### src/rtl/dm_sba_slave_if.sv
// rtl/dm_sba_slave_if.sv - SBA request/response and core memory port bundle
interface dm_sba_slave_if #(
  parameter int BusWidth = 32
);
  logic                    req_i;
  logic [BusWidth-1:0]     add_i;
  logic                    we_i;
  logic [BusWidth-1:0]     wdata_i;
  logic [BusWidth/8-1:0]   be_i;
  logic                    gnt_o;
  logic                    r_valid_o;
  logic                    r_err_o;
  logic                    r_other_err_o;
  logic [BusWidth-1:0]     r_rdata_o;
  logic                    mem_strobe_o;
  logic [BusWidth-1:0]     mem_addr_o;
  logic                    mem_rw_o;
  logic [BusWidth/8-1:0]   mem_byte_enable_o;
  logic [BusWidth-1:0]     mem_data_o;
  logic                    mem_ready_i;
  logic [BusWidth-1:0]     mem_data_i;

  modport slave (
    input  req_i, add_i, we_i, wdata_i, be_i, mem_ready_i, mem_data_i,
    output gnt_o, r_valid_o, r_err_o, r_other_err_o, r_rdata_o,
           mem_strobe_o, mem_addr_o, mem_rw_o, mem_byte_enable_o, mem_data_o
  );

  modport master (
    output req_i, add_i, we_i, wdata_i, be_i, mem_ready_i, mem_data_i,
    input  gnt_o, r_valid_o, r_err_o, r_other_err_o, r_rdata_o,
           mem_strobe_o, mem_addr_o, mem_rw_o, mem_byte_enable_o, mem_data_o
  );
endinterface

### src/rtl/dm_sba_slave.sv
// rtl/dm_sba_slave.sv - SBA bus responder replaying each access as one strobe/ready memory cycle
module dm_sba_slave #(
  parameter int                  BusWidth      = 32,
  parameter logic [BusWidth-1:0] AddrBase      = 'h8000_0000,
  parameter logic [BusWidth-1:0] AddrSize      = 'h1000_0000,
  parameter int                  TimeoutCycles = 255
) (
  input logic           clk_i,
  input logic           rst_ni,
  dm_sba_slave_if.slave bus
);

  localparam int CntW = (TimeoutCycles > 0) ? $clog2(TimeoutCycles + 1) : 1;
  localparam logic [CntW-1:0] CntLast = (TimeoutCycles > 0) ? CntW'(TimeoutCycles - 1) : '0;

  typedef enum logic [1:0] {
    IDLE,
    MEM,
    RESP
  } state_e;

  state_e                state_q, state_d;
  logic [BusWidth-1:0]   addr_q;
  logic                  rw_q;
  logic [BusWidth/8-1:0] be_q;
  logic [BusWidth-1:0]   wdata_q;
  logic [BusWidth-1:0]   rdata_q;
  logic                  strobe_q;
  logic                  err_q;
  logic                  other_err_q;
  logic [CntW-1:0]       cnt_q;

  logic [BusWidth-1:0]   offset;
  logic                  access_ok;
  logic                  timeout;

  // Subtracting first keeps the range check free of base+size overflow.
  assign offset    = bus.add_i - AddrBase;
  assign access_ok = (bus.add_i >= AddrBase) && (offset < AddrSize) && (bus.be_i != '0);
  assign timeout   = (TimeoutCycles > 0) && (cnt_q == CntLast) && !bus.mem_ready_i;

  always_comb begin
    state_d = state_q;
    case (state_q)
      IDLE: begin
        if (bus.req_i) state_d = access_ok ? MEM : RESP;
      end
      MEM: begin
        if (bus.mem_ready_i || timeout) state_d = RESP;
      end
      RESP:    state_d = IDLE;
      default: state_d = IDLE;
    endcase
  end

  always_ff @(posedge clk_i or negedge rst_ni) begin
    if (!rst_ni) begin
      state_q     <= IDLE;
      addr_q      <= '0;
      rw_q        <= 1'b0;
      be_q        <= '0;
      wdata_q     <= '0;
      rdata_q     <= '0;
      strobe_q    <= 1'b0;
      err_q       <= 1'b0;
      other_err_q <= 1'b0;
      cnt_q       <= '0;
    end else begin
      state_q  <= state_d;
      strobe_q <= 1'b0;
      case (state_q)
        IDLE: begin
          if (bus.req_i) begin
            addr_q      <= bus.add_i;
            rw_q        <= bus.we_i;
            be_q        <= bus.be_i;
            wdata_q     <= bus.wdata_i;
            cnt_q       <= '0;
            other_err_q <= 1'b0;
            strobe_q    <= access_ok;
            err_q       <= !access_ok;
            if (!access_ok) rdata_q <= '0;
          end
        end
        MEM: begin
          if (bus.mem_ready_i) begin
            rdata_q <= rw_q ? '0 : bus.mem_data_i;
          end else if (timeout) begin
            other_err_q <= 1'b1;
            rdata_q     <= '0;
          end else begin
            cnt_q <= cnt_q + CntW'(1);
          end
        end
        RESP: begin
          err_q       <= 1'b0;
          other_err_q <= 1'b0;
        end
        default: ;
      endcase
    end
  end

  // Grant is combinational but must stay low while reset is held.
  assign bus.gnt_o             = rst_ni && (state_q == IDLE) && bus.req_i;
  assign bus.r_valid_o         = (state_q == RESP);
  assign bus.r_err_o           = (state_q == RESP) && err_q;
  assign bus.r_other_err_o     = (state_q == RESP) && other_err_q;
  assign bus.r_rdata_o         = rdata_q;
  assign bus.mem_strobe_o      = strobe_q;
  assign bus.mem_addr_o        = addr_q;
  assign bus.mem_rw_o          = rw_q;
  assign bus.mem_byte_enable_o = be_q;
  assign bus.mem_data_o        = wdata_q;

endmodule
### src/flat_wrapper.sv
// flat-port wrapper written by rule: the top's interface ports become plain ports
module dm_sba_slave_flat 
#(
  parameter int                  BusWidth      = 32,
  parameter logic [BusWidth-1:0] AddrBase      = 'h8000_0000,
  parameter logic [BusWidth-1:0] AddrSize      = 'h1000_0000,
  parameter int                  TimeoutCycles = 255
)
  (clk_i, rst_ni, bus_req_i, bus_add_i, bus_we_i, bus_wdata_i, bus_be_i, bus_mem_ready_i, bus_mem_data_i, bus_gnt_o, bus_r_valid_o, bus_r_err_o, bus_r_other_err_o, bus_r_rdata_o, bus_mem_strobe_o, bus_mem_addr_o, bus_mem_rw_o, bus_mem_byte_enable_o, bus_mem_data_o);
  dm_sba_slave_if #(.BusWidth(BusWidth)) bus_i ();
  input logic clk_i;
  input logic rst_ni;
  input wire logic [$bits(bus_i.req_i)-1:0] bus_req_i;
  input wire logic [$bits(bus_i.add_i)-1:0] bus_add_i;
  input wire logic [$bits(bus_i.we_i)-1:0] bus_we_i;
  input wire logic [$bits(bus_i.wdata_i)-1:0] bus_wdata_i;
  input wire logic [$bits(bus_i.be_i)-1:0] bus_be_i;
  input wire logic [$bits(bus_i.mem_ready_i)-1:0] bus_mem_ready_i;
  input wire logic [$bits(bus_i.mem_data_i)-1:0] bus_mem_data_i;
  output wire logic [$bits(bus_i.gnt_o)-1:0] bus_gnt_o;
  output wire logic [$bits(bus_i.r_valid_o)-1:0] bus_r_valid_o;
  output wire logic [$bits(bus_i.r_err_o)-1:0] bus_r_err_o;
  output wire logic [$bits(bus_i.r_other_err_o)-1:0] bus_r_other_err_o;
  output wire logic [$bits(bus_i.r_rdata_o)-1:0] bus_r_rdata_o;
  output wire logic [$bits(bus_i.mem_strobe_o)-1:0] bus_mem_strobe_o;
  output wire logic [$bits(bus_i.mem_addr_o)-1:0] bus_mem_addr_o;
  output wire logic [$bits(bus_i.mem_rw_o)-1:0] bus_mem_rw_o;
  output wire logic [$bits(bus_i.mem_byte_enable_o)-1:0] bus_mem_byte_enable_o;
  output wire logic [$bits(bus_i.mem_data_o)-1:0] bus_mem_data_o;
  assign bus_i.req_i = bus_req_i;
  assign bus_i.add_i = bus_add_i;
  assign bus_i.we_i = bus_we_i;
  assign bus_i.wdata_i = bus_wdata_i;
  assign bus_i.be_i = bus_be_i;
  assign bus_i.mem_ready_i = bus_mem_ready_i;
  assign bus_i.mem_data_i = bus_mem_data_i;
  assign bus_gnt_o = bus_i.gnt_o;
  assign bus_r_valid_o = bus_i.r_valid_o;
  assign bus_r_err_o = bus_i.r_err_o;
  assign bus_r_other_err_o = bus_i.r_other_err_o;
  assign bus_r_rdata_o = bus_i.r_rdata_o;
  assign bus_mem_strobe_o = bus_i.mem_strobe_o;
  assign bus_mem_addr_o = bus_i.mem_addr_o;
  assign bus_mem_rw_o = bus_i.mem_rw_o;
  assign bus_mem_byte_enable_o = bus_i.mem_byte_enable_o;
  assign bus_mem_data_o = bus_i.mem_data_o;
  dm_sba_slave #(.BusWidth(BusWidth), .AddrBase(AddrBase), .AddrSize(AddrSize), .TimeoutCycles(TimeoutCycles)) u_core (.clk_i(clk_i), .rst_ni(rst_ni), .bus(bus_i));
endmodule
### config.mk
export PLATFORM = sky130hd
export DESIGN_NAME = dm_sba_slave_flat
export DESIGN_NICKNAME = d
export VERILOG_FILES = /design/src/rtl/dm_sba_slave_if.sv /design/src/rtl/dm_sba_slave.sv /design/src/flat_wrapper.sv
export SDC_FILE = /design/constraint.sdc
export NUM_CORES = 1
export LEC_CHECK = 0
export CAP_MARGIN = 20
export CORE_AREA = 2 2 114 116
export CTS_CLUSTER_SIZE = 28
export DETAILED_ROUTE_END_ITERATION = 16
export DIE_AREA = 0 0 116 118
export MAX_ROUTING_LAYER = met4
export PLACE_DENSITY = 0.75
export SLEW_MARGIN = 20
export SYNTH_ARGS = -nofsm -noshare
export SYNTH_HDL_FRONTEND = slang
export SYNTH_SLANG_ARGS = --single-unit
### constraint.sdc
create_clock -name clk_i -period 1.5 [get_ports clk_i]
set_input_delay 0.15 -clock clk_i [delete_from_list [all_inputs] [get_ports clk_i]]
set_output_delay 0.15 -clock clk_i [all_outputs]
set_load 0.01 [all_outputs]
==> metrics.log, run 1 <==
[metrics] number of buffers inserted by port buffering: between 200 and 250
[metrics] Final Max Slew Viols: 0
[metrics] origin of the critical flop-to-flop path: u_core.state_q[1]$_DFFE_PN0P_
[metrics] clock buffers created by TritonCTS: 17
[metrics] end of the worst register-to-register path: u_core.cnt_q[3]$_DFFE_PN0P_
[metrics] proportion of layout cells with a drive suffix above 1: 0.299
[metrics] minimum setup slack in the final design: -275 ps
[metrics] average vias per placed instance: slightly below 5
[metrics] initial antenna violation count: 0
[metrics] class of the most critical setup path: flip-flop to flip-flop
[metrics] final setup violation count: around 120
[metrics] maximum vdd drop: 0.963 mV
[metrics] Routability Congestion: 0.748
[metrics] Fin Hold WS: ~270 ps
[metrics] share of the clock period used by the worst path: 1.18
[metrics] initial standard-cell utilization of the core: 0.363
[metrics] clock root buffer: sky130_fd_sc_hd__clkbuf_16
[metrics] kind of path behind the tightest hold check: input pin to flip-flop
[metrics] H-Tree Depth: 4
[metrics] die outline height: around 120 microns
[metrics] Setup Slack @ Placement: -430 ps
[metrics] worst-case register-to-register setup slack: -280 ps
[metrics] # rows: ~40
[metrics] Lkg Pwr: about 4.9 nW
[metrics] biggest area consumer among synthesized cells: sky130_fd_sc_hd__dfrtp_1
[metrics] Core Footprint: 12400 sq um
[metrics] Critical Path Fanout Max: 5
[metrics] via count of the first global-routing pass: about 4400
[metrics] number of primary I/O pins: about 210
[metrics] pin count of the biggest net entering global routing: 115
[metrics] commonest cells after routing, fill and taps aside: 135 x sky130_fd_sc_hd__clkdlybuf4s50_1, 132 x sky130_fd_sc_hd__nand2_1, 111 x sky130_fd_sc_hd__dfrtp_1, 67 x sky130_fd_sc_hd__dlymetal6s2s_1, 55 x sky130_fd_sc_hd__nand2_2
[metrics] Synth Net Count: about 550
[metrics] kind of end point of the critical path: flip-flop
[metrics] Netlist Area Pre-Place: 4510 sq um
[metrics] total of flip-flops plus latches after synthesis: ~110
[metrics] Setup Skew: 8.02 ps
[metrics] hold path start: bus_wdata_i[30]
[metrics] Yosys cell types: 36
[metrics] sequential fraction of the synthesis area: 0.633
[metrics] global-route wire length before repair: ~22000 microns
[metrics] power density normalized to cell area: roughly 1200 nW/um^2
[metrics] leading post-synthesis cells by cell area: sky130_fd_sc_hd__dfrtp_1 63%, sky130_fd_sc_hd__nand2_1 18%, sky130_fd_sc_hd__a22o_1 5.6%, sky130_fd_sc_hd__buf_2 1.3%, sky130_fd_sc_hd__or4_1 0.83%
[metrics] worst slew margin relative to its limit: 0.567
[metrics] DR iter-0 viols: approximately 180
[metrics] vias: 4333
[metrics] Clk pin slew, worst setup/hold paths: 60 ps
[metrics] crit path launch type: flip-flop
[metrics] Clock Latency Late Sink: between 400 and 500 ps
[metrics] critical path data arrival time: 2100 ps
[metrics] CTS Sinks: 114
[metrics] CP Data Required Time: 1830 ps
[metrics] final critical path time including I/O delays and setup: 1780 ps
[metrics] first element of the critical path: u_core.state_q[1]$_DFFE_PN0P_
[metrics] sink of the worst hold path: u_core.bus.mem_data_o[30]$_DFFE_PN0P_
[metrics] Post-Syn Area per Cell: 10.3 sq um
[metrics] routed len/inst: ~18 microns
[metrics] Horiz. Die Dim: ~120 microns
[metrics] status: finished, violations left
[metrics] buffers from clock root to sink, at most: 2
[metrics] WHS Path Cells: 3
[metrics] violations in the final reports: negative setup slack
[metrics] number of warnings issued by yosys: 0
[metrics] Congestion Overflow GR: 0
[metrics] Area growth syn-to-layout: 95.6%
[metrics] Max-Cap Viols: 0
[metrics] DRC violations left: 0
[metrics] Global Route Usage Sum: 0.218
[metrics] unrepaired setup endpoints after global routing: yes
[metrics] Post-Synthesis Cells: roughly 440
[metrics] antenna diode count: 0
[metrics] first-pass detailed-route iteration total: 4
[metrics] Fmax: roughly 0.56 GHz
[metrics] Tightest Pin Transition: 650 ps
[metrics] remaining antenna violation count after routing: 0
[metrics] TritonCTS clock tree: done
[metrics] FF-to-FF path depth: 6
[metrics] fraction of post-synthesis cell area in the top cell type by area: 0.633
[metrics] total wirelength of the detailed-routed design: around 16000 microns
[metrics] post-DP HPWL: between 8000 and 9000 microns
[metrics] commonest non-fill, non-tap cell in the layout: sky130_fd_sc_hd__clkdlybuf4s50_1
[metrics] count of final hold-check violations: 0
[metrics] fin nets: between 800 and 900
[metrics] die area: 13700 sq um
==> metrics by stage <==
step / instances / util / total power (W) / setup TNS (ps) / instance area, sq um
final: 890 / 0.710 / 0.0107 / -16400 / 8820
after floorplan: 439 / - / 0.00423 / -1160 / 4530
after detailed placement: 825 / 0.561 / 0.00543 / -34990 / 6960
after global routing: 890 / 0.710 / 0.0112 / -22030 / 8820
after global placement: 825 / 0.561 / 0.00538 / -28420 / 6960
after CTS: 879 / 0.648 / 0.0105 / -10950 / 8050
==> where the power goes <==
| part | total (W) | internal, W | switching (W) | leakage, nW |
|---|---|---|---|---|
| clock network | 0.00484 | 0.00346 | 0.00138 | 0.344 |
| logic | 0.00223 | 0.00124 | 0.000983 | 3.09 |
| registers | 0.00367 | 0.00341 | 0.000267 | 1.47 |
| total | 0.0107 | 0.00811 | 0.00263 | 4.90 |
==> worst max-delay path by stage <==
stage | endpoint | slack, ps | depth (start not counted)
after floorplan | u_core.cnt_q[3]$_DFFE_PN0P_ | -40 | 7
after global routing | u_core.cnt_q[3]$_DFFE_PN0P_ | -310 | 6
after global placement | u_core.bus.r_rdata_o[3]$_DFFE_PN0P_ | -390 | 6
final | u_core.cnt_q[3]$_DFFE_PN0P_ | -280 | 6
after detailed placement | u_core.bus.r_rdata_o[4]$_DFFE_PN0P_ | -430 | 6
after CTS | u_core.cnt_q[4]$_DFFE_PN0P_ | -170 | 6
==> cell families (layout without fill, tap and decap cells) <==
family,after synthesis,after routing,share of synthesized area
DFF,114,114,0.633
and+or+nand+nor,244,244,0.232
adders and majority gates,2,2,0.00555
AOI/OAI and AO/OA,51,52,0.0916
buffers and inverters,28,306,0.0377
==> synthesized netlist by cell type <==
library cell,instances
sky130_fd_sc_hd__nand2_1,213
sky130_fd_sc_hd__dfrtp_1,114
sky130_fd_sc_hd__a22o_1,29
sky130_fd_sc_hd__buf_2,12
sky130_fd_sc_hd__clkbuf_1,7
sky130_fd_sc_hd__a21oi_1,6
sky130_fd_sc_hd__o21ai_0,6
sky130_fd_sc_hd__or4_1,5
sky130_fd_sc_hd__o31ai_1,4
sky130_fd_sc_hd__a22o_2,3
sky130_fd_sc_hd__and2_1,3
sky130_fd_sc_hd__buf_6,3
sky130_fd_sc_hd__nand2b_1,3
sky130_fd_sc_hd__nor2_1,3
sky130_fd_sc_hd__buf_4,2
sky130_fd_sc_hd__clkbuf_8,2
sky130_fd_sc_hd__ha_1,2
sky130_fd_sc_hd__inv_1,2
sky130_fd_sc_hd__nand4_1,2
sky130_fd_sc_hd__nor3b_1,2
sky130_fd_sc_hd__nand3_1,1
sky130_fd_sc_hd__nand4_4,1
sky130_fd_sc_hd__nand4b_1,1
sky130_fd_sc_hd__nand4b_2,1
sky130_fd_sc_hd__nand4b_4,1
sky130_fd_sc_hd__nor2b_1,1
sky130_fd_sc_hd__nor3_1,1
sky130_fd_sc_hd__nor4_1,1
sky130_fd_sc_hd__nor4bb_1,1
sky130_fd_sc_hd__o211ai_2,1
sky130_fd_sc_hd__o211ai_4,1
sky130_fd_sc_hd__o21ai_1,1
sky130_fd_sc_hd__or2_2,1
sky130_fd_sc_hd__or3_1,1
sky130_fd_sc_hd__or3b_2,1
sky130_fd_sc_hd__or4_4,1
==> area by class of cell <==
class | count | area [sq um]
fillers | 851 | 3590
repair buffers | 272 | 3060
flip-flops and latches | 114 | 2860
multi-input cells | 298 | 1970
clock buffers | 23 | 488
clock inverters | 9 | 223
well taps | 172 | 215
inverters | 2 | 7.51
==> registers in the layout, indices dropped and copies added (netlist names) <==
signal                        flops
u_core.bus.mem_strobe_o           1
u_core.bus.mem_byte_enable_o      4
u_core.bus.mem_data_o            32
u_core.bus.r_rdata_o             32
u_core.bus.mem_rw_o               1
u_core.cnt_q                      8
u_core.state_q                    2
u_core.other_err_q                1
u_core.err_q                      1
u_core.bus.mem_addr_o            32
==> worst max-delay path: stages (launching register included) <==
cell and delay [ps]:
sky130_fd_sc_hd__dfrtp_2 400, sky130_fd_sc_hd__buf_6 140, sky130_fd_sc_hd__buf_6 110, sky130_fd_sc_hd__nand4b_1 250, sky130_fd_sc_hd__buf_4 200, sky130_fd_sc_hd__or4_4 480
sky130_fd_sc_hd__o21ai_1 120
==> repair_timing <==
action / 4_1_cts / 5_1_grt
gates resized for setup: 55 / 201
hold buffers: 1 / 0
endpoints found under the hold margin: 114 / 0
endpoints found under the setup margin: 92 / 154
setup buffers: 16 / 6
gates cloned: 5 / 8
pin swaps: 29 / 106
==> metal layers <==
metal,track usage,part of all wire,vias up
met1,0.267,0.40,2138
met2,0.331,0.50,179
li1,-,-,1980
met3,0.0669,0.067,36
met4,0.0975,0.025,0
met5,-,0,-
Power figures use the tool's default switching activity.
==> run 2, diff against run 1 <==
--- a/config.mk
+++ b/config.mk
@@ -7,6 +7,7 @@
 export LEC_CHECK = 0
 export CAP_MARGIN = 20
 export CORE_AREA = 2 2 114 116
+export CTS_CLUSTER_DIAMETER = 200
 export CTS_CLUSTER_SIZE = 28
 export DETAILED_ROUTE_END_ITERATION = 16
 export DIE_AREA = 0 0 116 118
==> results of run 2 <==
No change in the layout: final DEF, timing and power equal those of run 1.
==> run 3, diff against run 2 <==
--- a/config.mk
+++ b/config.mk
@@ -11,8 +11,10 @@
 export CTS_CLUSTER_SIZE = 28
 export DETAILED_ROUTE_END_ITERATION = 16
 export DIE_AREA = 0 0 116 118
+export GPL_TIMING_DRIVEN = 0
 export MAX_ROUTING_LAYER = met4
 export PLACE_DENSITY = 0.75
+export SETUP_SLACK_MARGIN = 0.02
 export SLEW_MARGIN = 20
 export SYNTH_ARGS = -nofsm -noshare
 export SYNTH_HDL_FRONTEND = slang
==> run 3 against run 2 <==
Effect of this change: the run ends with negative hold slack, negative setup slack left; register-to-register slack better by 120 ps; clock power is 18% lower; critical endpoint is now bus_gnt_o; flip-flop and latch count stayed put; wire length is 7.5% lower; combinational power is 5% lower; power is 8.9% lower; fmax is 4.9% higher; count of clock-buffer cells in the layout is 2 lower; global-route usage is 0.20 points lower; critical path depth is 1 lower; critical path type is now flip-flop to output port.
==> metrics.log, run 3 (synthesized netlist as in run 1, its figures left out) <==
[metrics] status: finished, violations left
[metrics] violations in the final reports: negative hold slack, negative setup slack
[metrics] maximum vdd drop: 0.867 mV
[metrics] Clk pin slew, worst setup/hold paths: 50 ps
[metrics] cell total after placement: slightly above 800
[metrics] Horiz. Die Dim: ~120 microns
[metrics] slowest stage delay, CP: ~380 ps
[metrics] worst slew margin relative to its limit: 0.655
[metrics] vias: between 4000 and 5000
[metrics] Max-Cap Viols: 0
[metrics] die area: ~14000 sq um
[metrics] crit path launch type: flip-flop
[metrics] routed len/inst: about 17 microns
[metrics] Global Route Usage Sum: 0.216
[metrics] power spent charging and discharging nets: 0.00262 W
[metrics] clock buffers created by TritonCTS: 17
[metrics] Congestion Overflow GR: 0
[metrics] sum of negative setup slack: -10600 ps
[metrics] critical path's most frequent cell: sky130_fd_sc_hd__buf_6
[metrics] H-Tree Depth: 4
[metrics] Finished Layout Cells: between 800 and 900
[metrics] final critical path time including I/O delays and setup: approximately 1700 ps
[metrics] count of final hold-check violations: 54
[metrics] first-pass detailed-route iteration total: 5
[metrics] global-route wire length before repair: around 22000 microns
[metrics] kind of path behind the tightest hold check: input pin to asynchronous set/reset pin
[metrics] Final Max Slew Viols: 0
[metrics] Lkg Pwr: ~5 nW
[metrics] average vias per placed instance: between 4 and 5
[metrics] DR iter-0 viols: between 100 and 150
[metrics] final design utilization: 0.698
[metrics] buffers from clock root to sink, at most: 2
[metrics] CTS Sinks: approximately 110
[metrics] sum of buffers and inverters on the critical path: 3
[metrics] clock root buffer: sky130_fd_sc_hd__clkbuf_16
[metrics] Tightest Pin Transition: ~520 ps
[metrics] commonest non-fill, non-tap cell in the layout: sky130_fd_sc_hd__nand2_1
[metrics] Fin Hold WS: -299 ps
[metrics] P_int: just over 0.007 W
[metrics] antenna diode count: 0
[metrics] Fmax: around 0.6 GHz
[metrics] initial antenna violation count: 0
[metrics] initial standard-cell utilization of the core: 0.363
[metrics] Setup Skew: ~6.2 ps
[metrics] DRC violations left: 0
[metrics] Routability Congestion: slightly below 0.8
[metrics] Critical Path Fanout Max: 5
[metrics] power density normalized to cell area: 1130 nW/um^2
[metrics] Clock Latency Late Sink: between 400 and 500 ps
[metrics] commonest cells after routing, fill and taps aside: 113 x sky130_fd_sc_hd__nand2_1, 111 x sky130_fd_sc_hd__dfrtp_1, 106 x sky130_fd_sc_hd__clkdlybuf4s50_1, 65 x sky130_fd_sc_hd__nand2_2, 51 x sky130_fd_sc_hd__dlygate4sd2_1
[metrics] number of primary I/O pins: around 210
[metrics] critical path data arrival time: 1540 ps
[metrics] pin count of the biggest net entering global routing: 62
[metrics] TritonCTS clock tree: done
[metrics] CP Data Required Time: about 1400 ps
[metrics] share of the clock period used by the worst path: 1.13
[metrics] sequential share of power: 0.378
[metrics] remaining antenna violation count after routing: 0
[metrics] Setup Slack @ Placement: -955 ps
[metrics] fin nets: around 810
[metrics] proportion of layout cells with a drive suffix above 1: 0.324
[metrics] combinational cell fraction of total power: 0.216
[metrics] total power: roughly 0.0098 W
[metrics] Clk network pwr share: 0.405
[metrics] total wirelength of the detailed-routed design: approximately 15000 microns
[metrics] number of buffers inserted by port buffering: between 200 and 250
[metrics] die outline height: about 120 microns
[metrics] minimum setup slack in the final design: -193 ps
[metrics] # rows: 41
[metrics] family with the most delay on the worst path: flip-flops
[metrics] highest-delay cell along the critical path: sky130_fd_sc_hd__dfrtp_1
[metrics] kind of end point of the critical path: output port
[metrics] via count of the first global-routing pass: 4500
[metrics] class of the most critical setup path: flip-flop to output port
[metrics] Core Footprint: ~12000 sq um
[metrics] Area growth syn-to-layout: 92.1%
[metrics] unrepaired setup endpoints after global routing: yes
[metrics] fraction of power spent switching nets: 0.268
[metrics] post-DP HPWL: 9420 microns
[metrics] final setup violation count: 115
[metrics] crit-path cells: buf_6 > nor3b_4 > buf_6 > and2_4 > buf_6
[run 3: path summary, 6_finish.rpt]
| path | startpoint | slack (ps) | cells past startpoint | to |
|---|---|---|---|---|
| max | u_core.state_q[0]$_DFFE_PN0P_ | -190 | 5 | bus_gnt_o |
| min | rst_ni | -300 | 1 | u_core.bus.r_rdata_o[13]$_DFFE_PN0P_ |
| max reg2reg | u_core.cnt_q[5]$_DFFE_PN0P_ | -160 | 5 | u_core.bus.r_rdata_o[5]$_DFFE_PN0P_ |
| min reg2reg | u_core.bus.mem_addr_o[3]$_DFFE_PN0P_ | 470 | 2 | u_core.bus.mem_addr_o[3]$_DFFE_PN0P_ |
| max in group asynchronous | rst_ni | 1140 | 2 | u_core.bus.mem_addr_o[23]$_DFFE_PN0P_ |
| min in group clk_i | bus_add_i[15] | 270 | 3 | u_core.bus.mem_addr_o[15]$_DFFE_PN0P_ |
[run 3: worst reg2reg max path, stage by stage, from the launching register on]
cell	delay, ps
sky130_fd_sc_hd__dfrtp_1	440
sky130_fd_sc_hd__nand4_4	190
sky130_fd_sc_hd__o211ai_4	300
sky130_fd_sc_hd__nand4b_4	230
sky130_fd_sc_hd__buf_6	200
sky130_fd_sc_hd__a22o_1	190
[run 3: repair_timing]
item,CTS,global route
gates resized for setup,169,173
pin swaps,109,57
setup endpoints to repair,136,160
setup buffers,16,9
gates cloned,8,6
hold endpoints to repair,54,54
[run 3: per-layer routing]
layer | share of wire | up-vias | track usage
met5 | 0 | - | -
met4 | 0.018 | 0 | 0.0789
met3 | 0.054 | 29 | 0.0520
met2 | 0.54 | 152 | 0.368
met1 | 0.39 | 2107 | 0.245
li1 | - | 1980 | -
[run 3: stage by stage]
step | hold WS, ps | cell area (sq um)
finish | -299 | 8660
global route | -272 | 8660
CTS | -289 | 8070
detailed placement | 146 | 6920
global placement | 458 | 6890
floorplan | -146 | 4580
[run 3: final cells by class]
cell class	count	area, sq um
inverters	2	7.51
flip-flops and latches	114	2860
clock buffers	21	480
multi-input cells	298	2080
plain buffers	26	324
fillers	918	3750
repair buffers	245	2590
well taps	172	215
clock inverters	10	108
[run 3: power by group through the flow]
stage	logic, W	clock network [W]	registers [W]
2_1_floorplan	0.000477	0	0.00377
6_report	0.00212	0.00396	0.00370
3_5_place_dp	0.00180	0	0.00364
3_3_place_gp	0.00175	0	0.00363
4_1_cts	0.00194	0.00402	0.00363
5_1_grt	0.00227	0.00420	0.00374
